[src/rtl/rhd_pkg.sv]
// Shared command encodings, register map constants and payload types for the
// RHD2000 SPI responder model.
package rhd_pkg;

  localparam int unsigned FRAME_BITS  = 16;
  localparam int unsigned CNT_W       = 5;
  localparam int unsigned SAMP_W      = 10;
  localparam int unsigned NUM_WR_REGS = 18;

  localparam logic [1:0] CMD_CONVERT = 2'b00;
  localparam logic [1:0] CMD_WRITE   = 2'b10;
  localparam logic [1:0] CMD_READ    = 2'b11;

  localparam logic [15:0] CMD_CALIBRATE = 16'h5500;
  localparam logic [15:0] CMD_CLEAR     = 16'h6A00;

  localparam logic [5:0] WR_REG_LAST  = 6'd17;
  localparam logic [5:0] ROM_ADDR_I   = 6'd40;
  localparam logic [5:0] ROM_ADDR_N0  = 6'd41;
  localparam logic [5:0] ROM_ADDR_T   = 6'd42;
  localparam logic [5:0] ROM_ADDR_A   = 6'd43;
  localparam logic [5:0] ROM_ADDR_N1  = 6'd44;
  localparam logic [5:0] ADDR_CHIP_ID = 6'd63;

  typedef logic [15:0] result_t;

  typedef struct packed {
    logic [1:0] prefix;
    logic [5:0] addr;
    logic [7:0] data;
  } cmd_t;

  // Read-only "INTAN" signature registers
  function automatic logic [7:0] rom_lookup(input logic [5:0] addr);
    case (addr)
      ROM_ADDR_I:  rom_lookup = 8'h49;
      ROM_ADDR_N0: rom_lookup = 8'h4E;
      ROM_ADDR_T:  rom_lookup = 8'h54;
      ROM_ADDR_A:  rom_lookup = 8'h41;
      ROM_ADDR_N1: rom_lookup = 8'h4E;
      default:     rom_lookup = 8'h00;
    endcase
  endfunction

endpackage

[src/rtl/rhd_sync_edge.sv]
// Multi-flop synchronizer with registered rise/fall pulses; the pulses line up
// with a signal delayed by STAGES+1 flops.
module rhd_sync_edge #(
  parameter int unsigned STAGES  = 2,
  parameter logic        RST_VAL = 1'b0
) (
  input  logic clk,
  input  logic rst_n,
  input  logic i_d,
  output logic o_rise,
  output logic o_fall
);

  logic [STAGES-1:0] r_sync;
  logic              r_prev;

  always_ff @(posedge clk or negedge rst_n) begin
    if (!rst_n) begin
      r_sync <= {STAGES{RST_VAL}};
      r_prev <= RST_VAL;
      o_rise <= 1'b0;
      o_fall <= 1'b0;
    end else begin
      r_sync <= {r_sync[STAGES-2:0], i_d};
      r_prev <= r_sync[STAGES-1];
      o_rise <= r_sync[STAGES-1] & ~r_prev;
      o_fall <= ~r_sync[STAGES-1] & r_prev;
    end
  end

endmodule

[src/rtl/rhd_spi_responder.sv]
// Chip-side model of an RHD2000 SPI link: decodes 16-bit commands and returns
// results two frames later on MISO.
module rhd_spi_responder
  import rhd_pkg::*;
#(
  parameter int unsigned CHIP_ID      = 1,
  parameter int unsigned NUM_CHANNELS = 32,
  parameter int unsigned SYNC_STAGES  = 2
) (
  input  logic        aclk,
  input  logic        aresetn,
  input  logic        CS,
  input  logic        SCLK,
  input  logic        MOSI,
  output logic        MISO,
  output logic        frame_valid,
  output logic [15:0] rx_word,
  output logic        short_frame
);

  logic w_cs_rise, w_cs_fall, w_sclk_rise, w_sclk_fall, w_mosi;

  logic [SYNC_STAGES:0]  r_mosi_sync;
  logic                  r_in_frame;
  logic [CNT_W-1:0]      r_bit_cnt;
  logic [14:0]           r_tx_shift;
  logic [15:0]           r_rx_shift;
  result_t               r_res0;
  result_t               r_tx_word;
  logic [SAMP_W-1:0]     r_samp_cnt;
  logic [7:0]            r_regs [NUM_WR_REGS];

  cmd_t                  w_cmd;
  result_t               w_result;
  logic [7:0]            w_rd_data;
  logic                  w_full;

  rhd_sync_edge #(.STAGES(SYNC_STAGES), .RST_VAL(1'b1)) u_sync_cs (
    .clk    (aclk),
    .rst_n  (aresetn),
    .i_d    (CS),
    .o_rise (w_cs_rise),
    .o_fall (w_cs_fall)
  );

  rhd_sync_edge #(.STAGES(SYNC_STAGES), .RST_VAL(1'b0)) u_sync_sclk (
    .clk    (aclk),
    .rst_n  (aresetn),
    .i_d    (SCLK),
    .o_rise (w_sclk_rise),
    .o_fall (w_sclk_fall)
  );

  // MOSI gets one extra flop so it lines up with the registered SCLK edge pulses
  always_ff @(posedge aclk or negedge aresetn) begin
    if (!aresetn) r_mosi_sync <= '0;
    else          r_mosi_sync <= {r_mosi_sync[SYNC_STAGES-1:0], MOSI};
  end
  assign w_mosi = r_mosi_sync[SYNC_STAGES];

  assign w_cmd  = cmd_t'(r_rx_shift);
  assign w_full = (r_bit_cnt == CNT_W'(FRAME_BITS));

  always_comb begin
    w_rd_data = 8'h00;
    if (w_cmd.addr <= WR_REG_LAST)       w_rd_data = r_regs[w_cmd.addr[4:0]];
    else if (w_cmd.addr == ADDR_CHIP_ID) w_rd_data = 8'(CHIP_ID);
    else                                 w_rd_data = rom_lookup(w_cmd.addr);
  end

  // Result of the command currently held in the receive shifter
  always_comb begin
    w_result = '0;
    case (w_cmd.prefix)
      CMD_CONVERT: begin
        if (32'(w_cmd.addr) < NUM_CHANNELS) w_result = {w_cmd.addr, r_samp_cnt};
      end
      CMD_WRITE: w_result = {8'hFF, w_cmd.data};
      CMD_READ:  w_result = {8'h00, w_rd_data};
      default: begin
        case (r_rx_shift)
          CMD_CALIBRATE, CMD_CLEAR: w_result = '0;
          default:                  w_result = '0;
        endcase
      end
    endcase
  end

  always_ff @(posedge aclk or negedge aresetn) begin
    if (!aresetn) begin
      MISO        <= 1'b0;
      frame_valid <= 1'b0;
      rx_word     <= '0;
      short_frame <= 1'b0;
      r_in_frame  <= 1'b0;
      r_bit_cnt   <= '0;
      r_tx_shift  <= '0;
      r_rx_shift  <= '0;
      r_res0      <= '0;
      r_tx_word   <= '0;
      r_samp_cnt  <= '0;
      for (int i = 0; i < NUM_WR_REGS; i++) r_regs[i] <= '0;
    end else begin
      frame_valid <= 1'b0;
      short_frame <= 1'b0;
      // CS rise takes priority over any SCLK edge seen in the same cycle
      if (w_cs_rise) begin
        r_in_frame <= 1'b0;
        if (w_full) begin
          rx_word     <= r_rx_shift;
          frame_valid <= 1'b1;
          r_tx_word   <= r_res0;
          r_res0      <= w_result;
          if (w_cmd.prefix == CMD_WRITE && w_cmd.addr <= WR_REG_LAST)
            r_regs[w_cmd.addr[4:0]] <= w_cmd.data;
          if (r_rx_shift == CMD_CLEAR)
            r_samp_cnt <= '0;
          else if (w_cmd.prefix == CMD_CONVERT && w_cmd.addr == 6'd0)
            r_samp_cnt <= r_samp_cnt + SAMP_W'(1);
        end else begin
          short_frame <= 1'b1;
        end
      end else if (w_cs_fall) begin
        r_in_frame <= 1'b1;
        r_bit_cnt  <= '0;
        r_tx_shift <= r_tx_word[14:0];
        MISO       <= r_tx_word[15];
      end else if (r_in_frame) begin
        if (w_sclk_rise && !w_full) begin
          r_rx_shift <= {r_rx_shift[14:0], w_mosi};
          r_bit_cnt  <= r_bit_cnt + CNT_W'(1);
        end
        if (w_sclk_fall) begin
          if (!w_full) begin
            MISO       <= r_tx_shift[14];
            r_tx_shift <= {r_tx_shift[13:0], 1'b0};
          end else begin
            MISO <= 1'b0;
          end
        end
      end
    end
  end

endmodule
[config.mk]
export PLATFORM = sky130hd
export DESIGN_NAME = rhd_spi_responder
export DESIGN_NICKNAME = d
export VERILOG_FILES = /design/src/rtl/rhd_pkg.sv /design/src/rtl/rhd_sync_edge.sv /design/src/rtl/rhd_spi_responder.sv
export SDC_FILE = /design/constraint.sdc
export NUM_CORES = 1
export LEC_CHECK = 0
export BUFFER_PORTS_ARGS = -buffer_cell sky130_fd_sc_hd__buf_4
export CAP_MARGIN = 10
export CELL_PAD_IN_SITES_DETAIL_PLACEMENT = 0
export CELL_PAD_IN_SITES_GLOBAL_PLACEMENT = 2
export CORE_MARGIN = 5
export CORE_UTILIZATION = 44
export CTS_CLUSTER_DIAMETER = 100
export CTS_CLUSTER_SIZE = 24
export DETAILED_ROUTE_END_ITERATION = 8
export GPL_TIMING_DRIVEN = 0
export PLACE_DENSITY = 0.83
export SLEW_MARGIN = 20
export SYNTH_ARGS = -nofsm -noshare
export SYNTH_HDL_FRONTEND = slang
export SYNTH_HIERARCHICAL = 1
export SYNTH_SLANG_ARGS = --single-unit
[constraint.sdc]
create_clock -name aclk -period 2.65 [get_ports aclk]
set_input_delay 0.265 -clock aclk [delete_from_list [all_inputs] [get_ports aclk]]
set_output_delay 0.265 -clock aclk [all_outputs]
set_load 0.05 [all_outputs]
# Word-level counts from Yosys, hierarchy flattened
# Cells that the tools add are included.
# W data, S select, Z words.
# word_totals
register_bits	255
inputBits	5
output_inout_bits	19
word_cells	116
# classes
add_sub_neg	2
order_cmp	4
eq_ne	11
mux	30
bitwise_logic	11
n_reduce_logical	20
# ops
cell	n
$bwmux W144	1
$mux W15	4
$pmux W16 S3	1
$bmux W8 S5	1
$demux W8 S5	1
$eq A6 B6 Y1 const B	6
$mux W8	4
$pmux W7 S4	1
$mux W10	2
$eq A16 B15 Y1 const B	1
$mux W16	1
$mux W5	3
$reduce_and A3 Y1	4
$add A10 B1 Y10 const B	1
$mux W1	10
$reduce_bool A2 Y1	5
$reduce_and A4 Y1	2
$mux W7	1
$ge A6 B6 Y1 const B	1
$le A6 B5 Y1 const B	1
$logic_not A6 Y1	1
$lt A6 B1 Y1 const B	1
$lt A6 B6 Y1 const B	1
$not A1 Y1	6
11 further kinds	18

# Longest topological paths before layout
# logic_depth
depth_word	6
mapped_depth	8
mapped_depth_nobuf	8

# By module
# The synthesis kept the hierarchy.
# by_module_without_submodules
module	n_inst	cells_each	area_per_inst_um2	seq_area_each_um2
rhd_spi_responder	1	937	11320.9	6130.9
rhd_sync_edge at u_sync_cs	1	7	143.9	128.9
rhd_sync_edge at u_sync_sclk	1	7	140.1	125.1

# Least setup slack after synthesis
# Ideal clock, no wire load.
# synth_path
path_kind	register to register
from	register r_rx_shift[9]
to	register r_regs[16] (netlist bit)
setup_time_ns	0.125
arrival_time_ns	2.277
required_ns	2.525
setup_slack_ns	0.249
stages_incl_launch_ff	8
n_path_buf	2
synth_period_minus_slack_ns	2.401
path_cell_list	dfrtp_1 -> buf_2 -> or3_4 -> a21o_1 -> or4_1 -> buf_6 -> nor2_8 -> mux2_2
# synth_via
elab_chain_len	6
elab_cells_between_ends	10
cone_classes	order compare: 3; mux: 3; bitwise: 1; reduce/logical: 3
# synth_lines
item	line	source
start, declared	rhd_spi_responder.sv:27	logic [15:0] r_rx_shift;
start signal, assigned	rhd_spi_responder.sv:130	r_rx_shift <= {r_rx_shift[14:0], w_mosi};
$not A5 Y6 (implied by the code)	rhd_spi_responder.sv:115	r_regs[w_cmd.addr[4:0]] <= w_cmd.data;
$ge A6 B6 Y1 (implied by the code) or $lt A6 B1 Y1 (tied branches)	rhd_spi_responder.sv:115	
$logic_and A1 B1 Y1 (implied by the code)	rhd_spi_responder.sv:115	
$mux W8 (implied by the code)	rhd_spi_responder.sv:115	
$demux W8 S5	rhd_spi_responder.sv:115	
$bwmux W144	rhd_spi_responder.sv:115	
end signal, assigned by index	rhd_spi_responder.sv:115	
end, declared	rhd_spi_responder.sv:31	logic [7:0] r_regs [NUM_WR_REGS];
# Parallel ways exist; a longest one is shown, timed or not.
# A chain may end at the register's enable or synchronous reset.

# Final worst setup path
# layout_path
from	register r_rx_shift[8]
to	register r_res0[0]
# layout_via
elab_chain_len	6
elab_cells_between_ends	18
cone_classes	order compare: 2; eq/ne: 6; mux: 8; bitwise: 1; reduce/logical: 1
# layout_lines
item	line	source
$not A5 Y6 (implied by the code) or $eq A6 B6 Y1 (tied branches)	rhd_spi_responder.sv:66, rhd_pkg.sv:35	
$bmux W8 S5 or $reduce_or A2 Y1 (tied branches)	-	
$mux W8 (implied by the code) or $pmux W7 S4 (tied branches)	rhd_spi_responder.sv:66, rhd_pkg.sv:35	
$mux W8 (implied by the code) or $mux W7 (tied branches)	rhd_spi_responder.sv:66, rhd_spi_responder.sv:67	
$mux W8	rhd_spi_responder.sv:66	if (w_cmd.addr <= WR_REG_LAST) w_rd_data = r_regs[w_cmd.addr[4:0]];
$pmux W16 S3 *	rhd_spi_responder.sv:74	case (w_cmd.prefix)
end signal, assigned	rhd_spi_responder.sv:113	r_res0 <= w_result;
end, declared	rhd_spi_responder.sv:28	result_t r_res0;
# Every way passes the cells marked *; elsewhere a longest branch is shown, timed or not. The select of a mux whose other input is x is not followed.

==> summary.txt <==
status: completed
Syn Area/Cell: 12.20 µm²
Critical Path AT: 3.00 ns
remaining global-route overflow: 0
Setup TNS: 0 ns
clock buffers created by TritonCTS: 14
post-place setup slack: -0.3533 ns
H-Tree Depth: 1
Yosys reg bits: 255
Detailed Route WL: 30.60 mm
Max Root-Sink Buffers: 3
mux share of post-synthesis cell area: 23.71%
die height: 172.4 µm
Vias per Instance: 5.686
Critical Path RT: 3.02 ns
average wire per cell in the routed design: 22.83 µm
DRT antenna net count: 0
worst rel slew slack: 40.99%
final-stage net count: 1008
post-synthesis adder-cell area fraction: 0.3235%
initial antenna violation count: 1
Worst Max-Slew Pin Slew: 0.8851 ns
ys async rst share: 100.0%
Critical Path Max Stage Delay: 0.56 ns
RD Place Congestion: 0.9324
leakage power: 0.006004 µW
Fillers: 2355
Final Power: 7355 µW
RSZ-0062 raised after global routing: true
Netlist cell types: 58
I/O pins: 24
final clock skew: 0.02059 ns
Hold WC Path Type: input pin to async pin
Die X: 172.4 µm
diode count: 0
crit share post-route: 99.15%
Worst-path clk slew: 0.10 ns
Post-Layout Cell Count: 1340
hpwl dp: 21.05 mm
CP max stage cell: dfrtp_1
Area Growth Syn to Fin: 11.23%
Core ar.: 0.02598 mm²
Via Count: 7619
Initial Util: 44.66%
clk root buf: clkbuf_16
Worst Path Buf+Inv: 2
VDD IR-drop max: 481.7 µV
largest fanout on the critical path: 10
DRC: 0
area share of xor/xnor cells in the synthesized design: 0.7547%
CP startpoint kind: flop
Die ar.: 0.02972 mm²
Hold Vio Cnt, Final: 0
Post-Synth Simple-Gate Area: 11.02%
PwrDens: 569.8 mW/mm²
post-synthesis sequential area ratio: 55.02%
row count: 59
CTS tree: yes
initial DRC count: 767
slack of the critical path: 0.02262 ns
mapped cell area: 0.01160 mm²
Cells after Synth: 951
Post-synth top flop: dfrtp_1
port bufs: 23
layout cells sized above 1: 27.96%
Setup crit end kind: flop
DP Cell Count: 1312
Mapped Nets: 959
cells along the critical path: buf_6 -> buf_4 -> mux4_2 -> mux2i_1 -> nor2_1 -> nor3_1 -> o21ai_0
Post-synth EDFFs: 0
largest family of logic cells by synthesized area: multiplexers
Fmax: 380.6 MHz
Sink Count: 255
post-route minimum period: 2.627 ns
Global Route Usage Sum: 21.28%
CP Class: flop to flop
cell family with most CP delay: multiplexers
vias in the first global route: 7831
Yosys Warn Count: 6
first-pass GRT wire length: 48.22 mm
largest net degree at the start of global routing: 81
max-cap violations: 0
worst skew pair latency: 0.50 ns
# setup viols final: 0
compound-cell area share of the yosys netlist: 6.437%
Final Max Slew Viols: 0
First-pass DRT Iterations: 5
[synth_stat cells, types with 6 or more instances]
cell      number  area, µm²
dfrtp_1      252       6306
mux2_2       153       1723
nand2_1      128      480.5
clkbuf_1      49      183.9
nor2_1        48      180.2
mux2i_1       42      420.4
o21ai_0       34      170.2
a21oi_1       31      155.2
mux4_2        25      563.0
nor3_1        16      80.08
a22oi_1       12      90.09
buf_2         11      55.05
nand3_1       11      55.05
xnor2_1       10      87.58
o31ai_1        9      67.56
inv_1          8      30.03
nand4_1        8      50.05
nor2b_1        8      50.05
buf_1          6      22.52
nor4_1         6      37.54
[final timing paths]
check | from | to | slack (ns) | depth (start not counted)
worst max register to register | r_rx_shift[8]$_DFFE_PN0P_ | r_res0[0]$_DFFE_PN0P_ | 0.02 | 7
min in group aclk | r_mosi_sync[1]$_DFF_PN0_ | r_mosi_sync[2]$_DFF_PN0_ | 0.36 | 0
worst min register to register | r_mosi_sync[1]$_DFF_PN0_ | r_mosi_sync[2]$_DFF_PN0_ | 0.36 | 0
worst max-delay path | r_rx_shift[8]$_DFFE_PN0P_ | r_res0[0]$_DFFE_PN0P_ | 0.02 | 7
max in group asynchronous | aresetn | rx_word[7]$_DFFE_PN0P_ | 1.30 | 4
worst min-delay path | aresetn | r_mosi_sync[0]$_DFF_PN0_ | 0.25 | 2
[registers in the layout (all words and copies together), names as in the netlist]
signal / cells
r_regs: 144
r_res0: 16
r_rx_shift: 16
r_tx_word: 16
rx_word: 16
r_tx_shift: 15
r_samp_cnt: 10
r_bit_cnt: 5
r_mosi_sync: 3
u_sync_cs/r_sync: 2
u_sync_sclk/r_sync: 2
MISO: 1
frame_valid: 1
r_in_frame: 1
short_frame: 1
u_sync_cs/o_fall: 1
u_sync_cs/o_rise: 1
u_sync_cs/r_prev: 1
u_sync_sclk/o_fall: 1
u_sync_sclk/o_rise: 1
u_sync_sclk/r_prev: 1
[final cells by class]
| type | instances | area, µm² | share of cell area, % |
|---|---|---|---|
| buffer | 65 | 294.0 | 2.278 |
| clock buffer | 20 | 404.1 | 3.131 |
| clock inverter | 1 | 8.758 | 0.06785 |
| inverter | 10 | 37.54 | 0.2908 |
| multi-input combinational | 618 | 5011 | 38.82 |
| sequential | 255 | 6386 | 49.47 |
| tap | 335 | 419.2 | 3.247 |
| timing repair buffer | 36 | 347.8 | 2.695 |
[metrics by stage]
| step | hold slack, ns | util (%) | area, µm² |
|---|---|---|---|
| finish | 0.2544 | 49.68 | 12910 |
| global placement | 0.3343 | 46.94 | 12200 |
| CTS | 0.2603 | 49.39 | 12830 |
| global route | 0.3144 | 49.68 | 12910 |
| detailed placement | 0.2069 | 47.30 | 12290 |
| floorplan | -0.03059 | - | 11600 |
[repair_timing]
item                                    4_1_cts  5_1_grt
endpoints found under the setup margin      140      100
endpoints found under the hold margin        55        0
pin swaps                                     4        3
gates resized for setup                      22       13
hold buffers                                  4        0
buffers inserted                              3        3
[report_power, final]
group	switching (µW)	internal, µW	total (µW)
logic	619	221	840
clock network	1280	1080	2360
registers	126	4030	4160
total	2020	5330	7360
[cell usage in the layout (no fill, tap or decap), types with 5 or more instances in the layout]
cell,netlist,final
nand2_1,128,128
nor4_1,6,6
buf_2,11,8
inv_1,8,8
a31oi_1,5,5
nor2_1,48,47
nor2_4,0,5
nand3_1,11,7
nor2b_1,8,8
clkbuf_2,0,5
dfrtp_1,252,251
mux2i_1,42,42
clkbuf_16,0,15
mux2_2,153,152
buf_4,1,31
o21ai_0,34,34
a21oi_1,31,31
nor3_1,16,15
nand4_1,8,8
o31ai_1,9,9
a22oi_1,12,10
o221ai_1,5,5
xnor2_1,10,10
mux4_2,25,25
clkbuf_1,49,47
[per-layer routing]
layer	vias to the layer above	GRT usage (%)	wire length, µm
li1	3466	-	-
met1	3924	31.97	14310
met2	187	32.43	13970
met3	40	3.521	1538
met4	2	5.263	763
met5	-	0	11
[cells by family (layout without fill, tap and decap cells)]
logic type                 count (synthesis)  count (layout)
and+or+nand+nor                          262             262
DFF                                      255             255
muxes                                    224             224
AOI/OAI and AO/OA                        119             119
buffers and inverters                     78             132
xor gates and xnor gates                  10              10
adders and majority gates                  3               3
Note: power is estimated with default switching activity, not from simulation.
